<file path="config.mk">
export PLATFORM = sky130hd
export DESIGN_NAME = multicycle_ctrl
export DESIGN_NICKNAME = d
export VERILOG_FILES = /design/src/rtl/multicycle_ctrl.sv
export SDC_FILE = /design/constraint.sdc
export NUM_CORES = 1
export LEC_CHECK = 0
export CAP_MARGIN = 20
export CORE_MARGIN = 2
export CORE_UTILIZATION = 37
export CTS_BUF_LIST = sky130_fd_sc_hd__clkbuf_4
export CTS_CLUSTER_SIZE = 14
export DETAILED_ROUTE_END_ITERATION = 7
export GPL_ROUTABILITY_DRIVEN = 0
export GPL_TIMING_DRIVEN = 0
export PLACE_DENSITY = 0.87
export REMOVE_ABC_BUFFERS = 1
export SLEW_MARGIN = 10
export SYNTH_ARGS = -nofsm -noshare
export SYNTH_HDL_FRONTEND = slang
export SYNTH_SLANG_ARGS = --single-unit
</file>
<file path="constraint.sdc">
create_clock -name clk -period 1.5 [get_ports clk]
set_clock_uncertainty 0.2 [all_clocks]
set_input_delay 0.225 -clock clk [delete_from_list [all_inputs] [get_ports clk]]
set_output_delay 0.225 -clock clk [all_outputs]
set_load 0.1 [all_outputs]
</file>
<file path="src/rtl/multicycle_ctrl.sv">
// Control FSM for the multicycle RV32I core: sequences FETCH..WRITEBACK over a shared ALU
// and a unified memory port, decodes the latched instruction and drives every datapath select.
module multicycle_ctrl #(
    parameter int MEM_TIMEOUT = 255,
    parameter int TO_W        = 8
) (
    input  logic        clk,
    input  logic        rst_n,
    input  logic [31:0] instr,
    input  logic        Zero,
    input  logic        mem_ready,
    output logic        mem_req,
    output logic        MemWrite,
    output logic        AdrSrc,
    output logic        IRWrite,
    output logic        PCWrite,
    output logic        RegWrite,
    output logic [1:0]  ResultSrc,
    output logic [1:0]  ALUSrcA,
    output logic [1:0]  ALUSrcB,
    output logic [1:0]  ImmSrc,
    output logic [2:0]  ALUctrl,
    output logic        instr_done,
    output logic        illegal,
    output logic        bus_err
);

    typedef enum logic [3:0] {
        S_FETCH, S_DECODE, S_MEMADR, S_MEMRD, S_MEMWR, S_MEMWB,
        S_EXECR, S_EXECI, S_ALUWB, S_BRANCH, S_JAL
    } state_t;

    typedef struct packed {
        logic       mem_req;
        logic       mem_write;
        logic       adr_src;
        logic       ir_write;
        logic       pc_write;
        logic       reg_write;
        logic [1:0] result_src;
        logic [1:0] alu_src_a;
        logic [1:0] alu_src_b;
        logic [1:0] imm_src;
        logic [2:0] alu_ctrl;
        logic       instr_done;
        logic       illegal;
        logic       bus_err;
    } ctl_t;

    localparam logic [6:0] OP_LOAD  = 7'b0000011;
    localparam logic [6:0] OP_STORE = 7'b0100011;
    localparam logic [6:0] OP_R     = 7'b0110011;
    localparam logic [6:0] OP_I     = 7'b0010011;
    localparam logic [6:0] OP_BR    = 7'b1100011;
    localparam logic [6:0] OP_JAL   = 7'b1101111;

    localparam logic [2:0] ALU_ADD = 3'b000;
    localparam logic [2:0] ALU_SUB = 3'b001;
    localparam logic [2:0] ALU_AND = 3'b010;
    localparam logic [2:0] ALU_OR  = 3'b011;
    localparam logic [2:0] ALU_SLT = 3'b101;

    localparam logic [TO_W-1:0] TO_LIMIT = TO_W'(MEM_TIMEOUT);

    state_t          state, state_nxt, dec_state;
    logic [TO_W-1:0] cnt, cnt_nxt;
    logic            dec_illegal;
    logic [2:0]      alu_op;
    ctl_t            ctl;

    wire [6:0] op     = instr[6:0];
    wire [2:0] func3  = instr[14:12];
    wire       func75 = instr[30];

    logic unused_instr_bits;
    assign unused_instr_bits = ^{instr[31], instr[29:15], instr[11:7]};

    // NOTE: sequential state uses non-blocking (<=) so every flop samples pre-edge values.
    always_ff @(posedge clk) begin
        if (!rst_n) begin
            state <= S_FETCH;
            cnt   <= '0;
        end else begin
            state <= state_nxt;
            cnt   <= cnt_nxt;
        end
    end

    // Instruction decode: target state after DECODE and legality of op/func3.
    always_comb begin
        dec_state   = S_FETCH;
        dec_illegal = 1'b0;
        case (op)
            OP_LOAD, OP_STORE: dec_state = S_MEMADR;
            OP_R: begin
                dec_state   = S_EXECR;
                dec_illegal = !(func3 inside {3'b000, 3'b010, 3'b110, 3'b111});
            end
            OP_I: begin
                dec_state   = S_EXECI;
                dec_illegal = !(func3 inside {3'b000, 3'b010, 3'b110, 3'b111});
            end
            OP_BR: begin
                dec_state   = S_BRANCH;
                dec_illegal = (func3[2:1] != 2'b00);
            end
            OP_JAL:  dec_state = S_JAL;
            default: dec_illegal = 1'b1;
        endcase
    end

    always_comb begin
        case (func3)
            3'b000:  alu_op = (op == OP_R && func75) ? ALU_SUB : ALU_ADD;
            3'b010:  alu_op = ALU_SLT;
            3'b110:  alu_op = ALU_OR;
            3'b111:  alu_op = ALU_AND;
            default: alu_op = ALU_ADD;
        endcase
    end

    // NOTE: every always_comb output gets a default first, so no path can infer a latch.
    always_comb begin
        state_nxt = state;
        cnt_nxt   = cnt;
        ctl       = '0;

        case (state)
            S_FETCH: begin
                ctl.mem_req    = 1'b1;
                ctl.alu_src_b  = 2'b10;
                ctl.result_src = 2'b10;
                if (mem_ready) begin
                    ctl.ir_write = 1'b1;
                    ctl.pc_write = 1'b1;
                    state_nxt    = S_DECODE;
                end
            end
            S_DECODE: begin
                ctl.alu_src_a = 2'b01;
                ctl.alu_src_b = 2'b01;
                ctl.imm_src   = 2'b10;
                if (dec_illegal) begin
                    ctl.illegal = 1'b1;
                    state_nxt   = S_FETCH;
                end else begin
                    state_nxt = dec_state;
                end
            end
            S_MEMADR: begin
                ctl.alu_src_a = 2'b10;
                ctl.alu_src_b = 2'b01;
                ctl.imm_src   = (op == OP_STORE) ? 2'b01 : 2'b00;
                state_nxt     = (op == OP_STORE) ? S_MEMWR : S_MEMRD;
            end
            S_MEMRD: begin
                ctl.mem_req = 1'b1;
                ctl.adr_src = 1'b1;
                if (mem_ready) state_nxt = S_MEMWB;
            end
            S_MEMWR: begin
                ctl.mem_req   = 1'b1;
                ctl.mem_write = 1'b1;
                ctl.adr_src   = 1'b1;
                if (mem_ready) begin
                    ctl.instr_done = 1'b1;
                    state_nxt      = S_FETCH;
                end
            end
            S_MEMWB: begin
                ctl.result_src = 2'b01;
                ctl.reg_write  = 1'b1;
                ctl.instr_done = 1'b1;
                state_nxt      = S_FETCH;
            end
            S_EXECR: begin
                ctl.alu_src_a = 2'b10;
                ctl.alu_src_b = 2'b00;
                ctl.alu_ctrl  = alu_op;
                state_nxt     = S_ALUWB;
            end
            S_EXECI: begin
                ctl.alu_src_a = 2'b10;
                ctl.alu_src_b = 2'b01;
                ctl.imm_src   = 2'b00;
                ctl.alu_ctrl  = alu_op;
                state_nxt     = S_ALUWB;
            end
            S_ALUWB: begin
                ctl.result_src = 2'b00;
                ctl.reg_write  = 1'b1;
                ctl.instr_done = 1'b1;
                state_nxt      = S_FETCH;
            end
            S_BRANCH: begin
                ctl.alu_src_a  = 2'b10;
                ctl.alu_src_b  = 2'b00;
                ctl.alu_ctrl   = ALU_SUB;
                ctl.instr_done = 1'b1;
                ctl.pc_write   = (func3 == 3'b000 && Zero) || (func3 == 3'b001 && !Zero);
                state_nxt      = S_FETCH;
            end
            S_JAL: begin
                ctl.alu_src_a = 2'b01;
                ctl.alu_src_b = 2'b10;
                ctl.imm_src   = 2'b11;
                ctl.pc_write  = 1'b1;
                state_nxt     = S_ALUWB;
            end
            default: state_nxt = S_FETCH;
        endcase

        // Memory watchdog; a completing handshake always beats an expiring count.
        if (!ctl.mem_req || mem_ready) begin
            cnt_nxt = '0;
        end else if (cnt == TO_LIMIT) begin
            cnt_nxt     = '0;
            ctl.bus_err = 1'b1;
            state_nxt   = S_FETCH;
        end else begin
            cnt_nxt = cnt + 1'b1;
        end
    end

    assign {mem_req, MemWrite, AdrSrc, IRWrite, PCWrite, RegWrite, ResultSrc, ALUSrcA,
            ALUSrcB, ImmSrc, ALUctrl, instr_done, illegal, bus_err} = rst_n ? ctl : '0;

endmodule

</file>
# Word level (Yosys, flattened, before mapping)
# Cells that the tools add are included.
word_totals:
  latchBits: 0
  ram_bits: 0
  mem_bits_ro: 0
  n_memories: 0
  elab_cells: 83
  in_bits: 36
  register_bits: 12
op_classes:
  n_bitwise: 1
  n_mul: 0
  shift: 0
  div_mod_pow: 0
  n_eq_ne: 21
  order_cmp: 0
  mux: 32
  n_reduce_logical: 26
  n_addsub: 1
op_table:
  columns: ["cell", "count"]
  rows:
  - ["$mux 4", 6]
  - ["$pmux 4 s6", 1]
  - ["$mux 20", 1]
  - ["$pmux 4 s5", 1]
  - ["$reduce_or 3->1", 6]
  - ["$eq 4x3->1 const B", 4]
  - ["$eq 7x6->1 const B", 2]
  - ["$eq 7x7->1 const B", 2]
  - ["$reduce_or 2->1", 7]
  - ["$eq 4x4->1 const B", 3]
  - ["$mux 1", 12]
  - ["$pmux 2 s2", 3]
  - ["$pmux 3 s4", 1]
  - ["$add 8x1->8 const B", 1]
  - ["$eq 4x2->1 const B", 2]
  - ["$eq 8x8->1 const B", 1]
  - ["$eq 7x2->1 const B", 1]
  - ["$eq 7x5->1 const B", 1]
  - ["$eq 3x3->1 const B", 2]
  - ["$pmux 1 s3", 2]
  - ["$pmux 2 s3", 1]
  - ["$pmux 3 s2", 1]
  - ["$eq 4x1->1 const B", 1]
  - ["$logic_not 4->1", 1]
  - ["13 further kinds", 18]

# Longest topological paths before layout
# Gate-level depths: netlist of the first run.
depth:
  depth_word: 8
  depth_mapped: 6
  mapped_depth_nobuf: 6

# Least setup slack after synthesis of the first run
# Ideal clock, no wire load.
synth_timing:
  path_type: "input-to-output"
  start: "in instr[3]"
  end: "out ImmSrc[0]"
  stages: 4
  path_buffers: 0
  setup_slack_ps: -2489
  arrival_time_ps: 3564
  required_ps: 1075
  cell_sequence: "nand4bb_4 nor3_1 nor2_1 nor4_1"
synth_via:
  elab_chain_len: 4
synth_lines:
  columns: ["element", "line", "source"]
  rows:
  - ["start, declared", "9", "input logic [31:0] instr,"]
  - ["$eq 7x6->1", "153", "ctl.imm_src = (op == OP_STORE) ? 2'b01 : 2'b00;"]
  - ["$mux 1", "153", null]
  - ["$pmux 2 s3", "128", "case (state)"]
  - ["$mux 20", "226", "ALUSrcB, ImmSrc, ALUctrl, instr_done, illegal, bus_err} = rst_n ? ctl : '0;"]
  - ["end, declared", "21", "output logic [1:0] ImmSrc,"]
# Every way passes these cells.

# Final worst setup path of the first run
layout_timing:
  start: "reg state[1]"
  end: "out mem_req"
layout_via:
  elab_chain_len: 4
layout_lines:
  columns: ["element", "line", "source"]
  rows:
  - ["start, declared", "65", "state_t state, state_nxt, dec_state;"]
  - ["start signal, assigned", "84", "state <= state_nxt;"]
  - ["$eq 4x3->1 (tied with other cells)", "128", null]
  - ["$reduce_or 3->1 (no source line) *", null, null]
  - ["$mux 1 *", "128", null]
  - ["$mux 20 *", "226", null]
  - ["end, declared", "12", "output logic mem_req,"]
# Every way passes the cells marked *; elsewhere a longest branch is shown, timed or not.

==> flow_results.xml, run 1 <==
<?xml version="1.0" encoding="UTF-8"?>
<metrics>
  <group name="run_status">
    <metric name="status" unit="">finished with violations</metric>
    <metric name="failed_checks" unit="">setup timing</metric>
  </group>
  <group name="sta">
    <metric name="worstMarginPinSlew" unit="ps">467</metric>
    <metric name="drv_slew" unit="">0</metric>
    <metric name="fin_hold_ws" unit="ps">48.5</metric>
    <metric name="min_period" unit="ps">2050</metric>
    <metric name="timing.max_slew.rel_slack" unit="">0.685</metric>
    <metric name="rsz0062_at_grt" unit="">yes</metric>
    <metric name="setup-tns-final" unit="ps">-9990</metric>
    <metric name="final-setup-viol-count" unit="">29</metric>
    <metric name="post-route-period-util" unit="">1.37</metric>
    <metric name="final-hold-violation-count" unit="">0</metric>
    <metric name="fmax" unit="GHz">0.487</metric>
    <metric name="layout_setup_ws" unit="ps">-552</metric>
  </group>
  <group name="global_routing">
    <metric name="grt_overflow_total" unit="">0</metric>
    <metric name="first_pass_grt_wire_length" unit="um">6490</metric>
    <metric name="grt_max_degree" unit="">16</metric>
    <metric name="number_of_antenna_violations_at_the_first_check_in_global_routing" unit="">0</metric>
    <metric name="first_global_vias" unit="">1411</metric>
    <metric name="grtUsageTotal" unit="">0.246</metric>
  </group>
  <group name="synth">
    <metric name="postSynthCellCount" unit="">153</metric>
    <metric name="syn-mean-instance-area" unit="um^2">7.07</metric>
    <metric name="synth_flop_cell" unit="">sky130_fd_sc_hd__dfxtp_1</metric>
    <metric name="netlist_area" unit="um^2">1080</metric>
    <metric name="ys_async_sr_fraction" unit="">0</metric>
    <metric name="yosys.area.top_type" unit="">sky130_fd_sc_hd__dfxtp_1</metric>
    <metric name="synth_enable_flop_cells" unit="">0</metric>
    <metric name="synth_top_cell_area_share" unit="">0.222</metric>
    <metric name="ys_seq_area_frac" unit="">0.222</metric>
    <metric name="synth-warning-count" unit="">0</metric>
    <metric name="synth.ff_latch_count" unit="">12</metric>
    <metric name="yosysUniqueCellTypes" unit="">46</metric>
    <metric name="synth_top_cells_by_area" unit="">sky130_fd_sc_hd__dfxtp_1, sky130_fd_sc_hd__nor2_1, sky130_fd_sc_hd__nand2_1</metric>
  </group>
  <group name="critical_path">
    <metric name="start_kind" unit="">flop</metric>
    <metric name="setup.worst_path.end_class" unit="">primary output</metric>
    <metric name="r2r_cells" unit="">6</metric>
    <metric name="timing.critical_path.arrival" unit="ps">1630</metric>
    <metric name="worst-path-max-fanout" unit="">12</metric>
    <metric name="worst-endpoint-required" unit="ps">1070</metric>
    <metric name="critical_setup_path_class" unit="">flop to primary output</metric>
  </group>
  <group name="die">
    <metric name="die-area" unit="um^2">3370</metric>
    <metric name="boundaryPins" unit="">56</metric>
    <metric name="row_count" unit="">19</metric>
    <metric name="core" unit="um^2">2760</metric>
    <metric name="initial_utilization" unit="">0.392</metric>
    <metric name="fp.dieH" unit="um">58.1</metric>
    <metric name="die-width" unit="um">58.1</metric>
  </group>
  <group name="final_layout">
    <metric name="antenna-diode-count" unit="">0</metric>
    <metric name="total_number_of_nets_in_the_final_design" unit="">255</metric>
    <metric name="final_util" unit="">0.778</metric>
    <metric name="layoutNonFillerInstCount" unit="">248</metric>
    <metric name="synthToLayoutAreaGrowth" unit="%">98.3</metric>
    <metric name="final_layout_size_suffix_gt1_frac" unit="">0.558</metric>
    <metric name="postLayoutCellArea" unit="um^2">2150</metric>
  </group>
  <group name="placement">
    <metric name="dp_hpwl" unit="um">1960</metric>
    <metric name="placement.setup.worst_slack" unit="ps">-1660</metric>
    <metric name="place.detailed.instances" unit="">212</metric>
    <metric name="io_buffer_count" unit="">34</metric>
    <metric name="placed_cell_area" unit="um^2">1430</metric>
  </group>
  <group name="detailed_routing">
    <metric name="ant_nets" unit="">0</metric>
    <metric name="vias_per_cell" unit="">6.38</metric>
    <metric name="initialDrtViolationCount" unit="">163</metric>
    <metric name="drt_wl_total" unit="um">5140</metric>
    <metric name="route.vias.total" unit="">1581</metric>
    <metric name="drt-wirelength-per-cell" unit="um">20.7</metric>
    <metric name="dr.pass1.iters" unit="">4</metric>
    <metric name="detail_route.drc_violations" unit="">0</metric>
  </group>
  <group name="run">
    <metric name="maxCapViolCount" unit="">0</metric>
  </group>
  <group name="clock_tree">
    <metric name="cts.clk_slew.worst_paths" unit="ps">80</metric>
    <metric name="cts_root_buffer" unit="">sky130_fd_sc_hd__clkbuf_4</metric>
    <metric name="cts_hold_repair_buffers" unit="">0</metric>
    <metric name="cts_made_buffers" unit="">3</metric>
    <metric name="clock-sinks" unit="">12</metric>
    <metric name="cts_htree_levels" unit="">1</metric>
    <metric name="tritoncts_clock_tree" unit="">done</metric>
    <metric name="clock_insertion_delay_worst_skew" unit="ps">290</metric>
    <metric name="ctsLongestPathBuffers" unit="">2</metric>
  </group>
  <group name="pwr">
    <metric name="totalPowerFinal" unit="mW">0.945</metric>
    <metric name="vdd_drop_max" unit="mV">0.525</metric>
    <metric name="power_leakage" unit="nW">0.851</metric>
    <metric name="pwr_density_cell" unit="nW/um^2">441</metric>
  </group>
  <group name="min_path">
    <metric name="min_path_cells" unit="">4</metric>
    <metric name="hold_path.class" unit="">input pin to flop</metric>
  </group>
</metrics>
cells in the final DEF (no fill, tap or decap), types with 2 or more instances in the layout:
cell	n
sky130_fd_sc_hd__a211oi_1	2
sky130_fd_sc_hd__a21oi_1	7
sky130_fd_sc_hd__a21oi_2	3
sky130_fd_sc_hd__a21oi_4	2
sky130_fd_sc_hd__and4_1	2
sky130_fd_sc_hd__buf_12	8
sky130_fd_sc_hd__buf_2	4
sky130_fd_sc_hd__buf_4	26
sky130_fd_sc_hd__buf_6	11
sky130_fd_sc_hd__buf_8	6
sky130_fd_sc_hd__clkbuf_4	3
sky130_fd_sc_hd__clkbuf_8	2
sky130_fd_sc_hd__clkdlybuf4s15_2	3
sky130_fd_sc_hd__dfxtp_1	6
sky130_fd_sc_hd__dfxtp_4	6
sky130_fd_sc_hd__dlygate4sd2_1	4
sky130_fd_sc_hd__inv_2	2
sky130_fd_sc_hd__nand2_1	12
sky130_fd_sc_hd__nand2_2	2
sky130_fd_sc_hd__nand2b_1	3
sky130_fd_sc_hd__nand2b_4	2
sky130_fd_sc_hd__nand3_1	7
sky130_fd_sc_hd__nand3_4	3
sky130_fd_sc_hd__nand4_1	4
sky130_fd_sc_hd__nor2_1	16
sky130_fd_sc_hd__nor2_2	7
sky130_fd_sc_hd__nor2_4	4
sky130_fd_sc_hd__nor2b_1	4
sky130_fd_sc_hd__nor2b_2	2
sky130_fd_sc_hd__nor3_1	3
sky130_fd_sc_hd__nor3_2	5
sky130_fd_sc_hd__nor3_4	2
sky130_fd_sc_hd__o211ai_4	2
sky130_fd_sc_hd__o21ai_0	3
sky130_fd_sc_hd__xnor2_1	4
sky130_fd_sc_hd__xor2_1	4
worst max-delay path, cell delays in order (launching register included):
cell                      delay [ps]
sky130_fd_sc_hd__dfxtp_4         400
sky130_fd_sc_hd__nor2_2          270
sky130_fd_sc_hd__a21oi_1         140
sky130_fd_sc_hd__nor2_1          180
sky130_fd_sc_hd__or2_1           170
sky130_fd_sc_hd__buf_12          180
power by group:
group / total (mW) / switching [mW] / internal, mW
clock: 0.220 / 0.123 / 0.0967
combinational: 0.399 / 0.243 / 0.155
sequential: 0.326 / 0.0109 / 0.315
cell usage after synthesis (3+ instances only):
| cell type | count |
|---|---|
| sky130_fd_sc_hd__nor2_1 | 27 |
| sky130_fd_sc_hd__nand2_1 | 15 |
| sky130_fd_sc_hd__dfxtp_1 | 12 |
| sky130_fd_sc_hd__a21oi_1 | 11 |
| sky130_fd_sc_hd__nand3_1 | 10 |
| sky130_fd_sc_hd__nor3_1 | 9 |
| sky130_fd_sc_hd__nor2b_1 | 6 |
| sky130_fd_sc_hd__buf_2 | 4 |
| sky130_fd_sc_hd__nand2b_1 | 4 |
| sky130_fd_sc_hd__nand4_1 | 4 |
| sky130_fd_sc_hd__xnor2_1 | 4 |
| sky130_fd_sc_hd__xor2_1 | 4 |
| sky130_fd_sc_hd__inv_1 | 3 |
| sky130_fd_sc_hd__o21ai_0 | 3 |
per-layer routing:
layer | share of wire | GRT usage
met3 | 0.097 | 0.0424
met2 | 0.48 | 0.432
met4 | 0.032 | 0.106
met1 | 0.39 | 0.293
met5 | 0 | 0
what timing repair did:
action | 4_1_cts | 5_1_grt
cloned | 1 | 0
gates resized for setup | 243 | 47
endpoints found under the setup margin | 32 | 29
pin swaps | 13 | 12
buffers inserted | 19 | 12
cells by family after synthesis:
logic type / after synthesis / share of synthesized area
xor+xnor: 8 / 0.0647
flops: 12 / 0.222
compound gates: 31 / 0.207
fa+ha+maj: 1 / 0.0116
buf+inv: 11 / 0.0497
simple gates: 90 / 0.445
area by class of cell:
type                    count  area [um^2]
multi-input cells         130         1060
well taps                  31         38.8
inverters                   5         26.3
clock buffers               3         22.5
fillers                   139          612
clock inverters             1         3.75
repair buffers             66          728
flip-flops and latches     12          263
registers in the layout (all words and copies together), names as in the netlist:
| register | cells |
|---|---|
| cnt | 8 |
| state | 4 |
path summary, 6_finish.rpt:
kind	startpoint	end	slack, ps
min reg2reg	cnt[0]	cnt[0]	330
max	state[1]	mem_req	-550
max reg2reg	state[0]	state[2]	-260
min	instr[2]	state[0]	50
No activity file was read; power rests on OpenSTA's default activity.
==> run 2, diff against run 1 <==
- ABC_CLOCK_PERIOD_IN_PS: unset -> 1500
- CTS_CLUSTER_SIZE: 14 -> unset
- SLEW_MARGIN: 10 -> unset
==> results of run 2 <==
Final layout, timing and power as in run 1 (identical DEF).
==> run 3, diff against run 2 <==
- PLACE_DENSITY: 0.87 -> 0.79
- SETUP_SLACK_MARGIN: unset -> 0.5
==> run 3 against run 2 <==
The run still ends with setup timing left. Total power shrank 1.9%. Combinational power rose by 2%. First-iteration DRC count grew 26%. Non-clock buffer count up 7. Register-to-register slack lost 220 ps. Critical path type unchanged. Sequential share of layout area shrank 0.58 points. Routed wire length grew 16%. Largest cell class unchanged. Final cell count rose by 2.4%.
==> flow_results.xml, run 3 (synthesis gave the netlist of run 1 again) <==
<?xml version="1.0" encoding="UTF-8"?>
<metrics>
  <group name="run_status">
    <metric name="status" unit="">finished with violations</metric>
    <metric name="failed_checks" unit="">setup timing</metric>
  </group>
  <group name="die">
    <metric name="core" unit="um^2">2760</metric>
    <metric name="fp.dieH" unit="um">58.1</metric>
    <metric name="die-area" unit="um^2">3370</metric>
    <metric name="initial_utilization" unit="">0.392</metric>
    <metric name="boundaryPins" unit="">56</metric>
    <metric name="row_count" unit="">19</metric>
    <metric name="die-width" unit="um">58.1</metric>
  </group>
  <group name="critical_path">
    <metric name="critPathMaxStageDelay" unit="ps">380</metric>
    <metric name="timing.critical_path.arrival" unit="ps">1620</metric>
    <metric name="start_kind" unit="">flop</metric>
    <metric name="worst-path-max-fanout" unit="">7</metric>
    <metric name="setup.worst_path.end_class" unit="">primary output</metric>
    <metric name="timing.critical_path.slowest_stage_cell" unit="">sky130_fd_sc_hd__dfxtp_4</metric>
    <metric name="worst-endpoint-required" unit="ps">1070</metric>
    <metric name="critical_setup_path_class" unit="">flop to primary output</metric>
    <metric name="crit_path_cell_trace" unit="">inv_2 &gt; nand2_1 &gt; a211oi_1 &gt; clkbuf_8</metric>
  </group>
  <group name="detailed_routing">
    <metric name="detail_route.drc_violations" unit="">0</metric>
    <metric name="initialDrtViolationCount" unit="">206</metric>
    <metric name="dr.pass1.iters" unit="">5</metric>
    <metric name="vias_per_cell" unit="">6.63</metric>
    <metric name="route.vias.total" unit="">1683</metric>
    <metric name="drt_wl_total" unit="um">5950</metric>
    <metric name="ant_nets" unit="">0</metric>
    <metric name="drt-wirelength-per-cell" unit="um">23.4</metric>
  </group>
  <group name="pwr">
    <metric name="power.share.switching" unit="">0.395</metric>
    <metric name="pwr_density_cell" unit="nW/um^2">414</metric>
    <metric name="vdd_drop_max" unit="mV">0.592</metric>
    <metric name="power_leakage" unit="nW">0.889</metric>
    <metric name="net_switching" unit="mW">0.366</metric>
    <metric name="power.sequential.fraction" unit="">0.354</metric>
    <metric name="power.combinational.fraction" unit="">0.441</metric>
    <metric name="internal_power" unit="mW">0.561</metric>
    <metric name="power.share.clock" unit="">0.205</metric>
  </group>
  <group name="sta">
    <metric name="rsz0062_at_grt" unit="">yes</metric>
    <metric name="final-hold-violation-count" unit="">0</metric>
    <metric name="min_period" unit="ps">2050</metric>
    <metric name="post-route-period-util" unit="">1.37</metric>
    <metric name="fin_hold_ws" unit="ps">86.8</metric>
    <metric name="final-setup-viol-count" unit="">29</metric>
    <metric name="timing.max_slew.rel_slack" unit="">0.645</metric>
    <metric name="worstMarginPinSlew" unit="ps">531</metric>
    <metric name="setup-tns-final" unit="ps">-10170</metric>
    <metric name="layout_setup_ws" unit="ps">-550</metric>
    <metric name="fmax" unit="GHz">0.488</metric>
    <metric name="drv_slew" unit="">0</metric>
  </group>
  <group name="global_routing">
    <metric name="first_global_vias" unit="">1554</metric>
    <metric name="number_of_antenna_violations_at_the_first_check_in_global_routing" unit="">0</metric>
    <metric name="grt_max_degree" unit="">15</metric>
    <metric name="grt_overflow_total" unit="">0</metric>
    <metric name="first_pass_grt_wire_length" unit="um">7330</metric>
    <metric name="grtUsageTotal" unit="">0.280</metric>
  </group>
  <group name="clock_tree">
    <metric name="ctsLongestPathBuffers" unit="">2</metric>
    <metric name="cts_root_buffer" unit="">sky130_fd_sc_hd__clkbuf_4</metric>
    <metric name="cts.clk_slew.worst_paths" unit="ps">60</metric>
    <metric name="clock_insertion_delay_worst_skew" unit="ps">270</metric>
    <metric name="cts_made_buffers" unit="">3</metric>
    <metric name="tritoncts_clock_tree" unit="">done</metric>
    <metric name="cts_htree_levels" unit="">1</metric>
    <metric name="cts_hold_repair_buffers" unit="">0</metric>
    <metric name="clock-sinks" unit="">12</metric>
  </group>
  <group name="final_layout">
    <metric name="postLayoutCellArea" unit="um^2">2240</metric>
    <metric name="largest_register_ffs" unit="">8</metric>
    <metric name="mostFrequentLayoutCell" unit="">sky130_fd_sc_hd__buf_4</metric>
    <metric name="final_layout_size_suffix_gt1_frac" unit="">0.614</metric>
    <metric name="synthToLayoutAreaGrowth" unit="%">107</metric>
    <metric name="layout_common_cells" unit="">sky130_fd_sc_hd__buf_4, sky130_fd_sc_hd__buf_6, sky130_fd_sc_hd__nor2_1, sky130_fd_sc_hd__nand2_1, sky130_fd_sc_hd__buf_12</metric>
    <metric name="antenna-diode-count" unit="">0</metric>
    <metric name="final_util" unit="">0.813</metric>
    <metric name="registers.top_by_ff_count" unit="">cnt</metric>
    <metric name="layoutNonFillerInstCount" unit="">254</metric>
    <metric name="n_fill_cell" unit="">130</metric>
    <metric name="total_number_of_nets_in_the_final_design" unit="">262</metric>
    <metric name="largest_registers" unit="">cnt: 8 flops, state: 4 flops</metric>
  </group>
  <group name="placement">
    <metric name="io_buffer_count" unit="">34</metric>
    <metric name="dp_hpwl" unit="um">2310</metric>
    <metric name="place.detailed.instances" unit="">212</metric>
    <metric name="placed_cell_area" unit="um^2">1430</metric>
  </group>
  <group name="min_path">
    <metric name="hold_path.class" unit="">input pin to flop</metric>
  </group>
  <group name="run">
    <metric name="maxCapViolCount" unit="">0</metric>
  </group>
</metrics>
## run 3: cell count changes in the layout (fill, tap and decap cells not counted), moves of 2 or more
cell	previous run	this run
sky130_fd_sc_hd__a21oi_2	3	6
sky130_fd_sc_hd__buf_12	8	11
sky130_fd_sc_hd__buf_6	11	19
sky130_fd_sc_hd__buf_4	26	28
sky130_fd_sc_hd__a21oi_1	7	4
sky130_fd_sc_hd__buf_8	6	2
sky130_fd_sc_hd__o21ai_0	3	1
sky130_fd_sc_hd__dfxtp_2	0	2
sky130_fd_sc_hd__nor2b_4	0	2
## run 3: worst paths after layout
path	cells past startpoint	endpoint	start	slack, ps
max reg2reg	8	state[1]	state[1]	-480
min	4	state[2]	instr[2]	90
max	4	ALUSrcB[0]	state[3]	-550
min reg2reg	2	cnt[0]	cnt[0]	360
## run 3: repair_timing
item / CTS / global route
setup endpoints to repair: 32 / 32
setup buffers: 24 / 15
gates cloned: 0 / 0
pin swaps: 30 / 18
gates resized for setup: 275 / 35
## run 3: layer usage
metal  up-vias  global-route usage  share of wire
met5         -                   0              0
met4         0               0.123          0.060
met3        42              0.0246          0.097
met2       163               0.519           0.47
met1       787               0.324           0.38
li1        691                   -              -
## run 3: layout make-up
type / count / area [um^2] / share of cell area
inverter: 5 / 21.3 / 0.00949
sequential: 12 / 262 / 0.117
timing repair buffer: 73 / 786 / 0.351
clock buffer: 3 / 22.5 / 0.0101
multi-input combinational: 130 / 1110 / 0.496
tap: 31 / 38.8 / 0.0173
## run 3: worst max-delay path: cells and delay by family (launching register included)
| kind | cells | cell delay [ps] |
|---|---|---|
| buf+inv | 2 | 490 |
| compound gates | 1 | 360 |
| flops | 1 | 380 |
| simple gates | 1 | 130 |
## run 3: per-stage QoR
stage	worst slack [ps]	power, mW
2_1_floorplan	-2540	0.519
3_5_place_dp	-1700	0.619
6_report	-550	0.927
4_1_cts	-404	0.876
5_1_grt	-586	0.958
3_3_place_gp	-1660	0.612
## run 3: power groups by stage
stage          logic [mW]  clock network (mW)  registers, mW
3_3_place_gp        0.270                   0          0.342
3_5_place_dp        0.276                   0          0.343
5_1_grt             0.418               0.211          0.329
6_report            0.408               0.190          0.328
2_1_floorplan       0.180                   0          0.339
4_1_cts             0.361               0.189          0.326
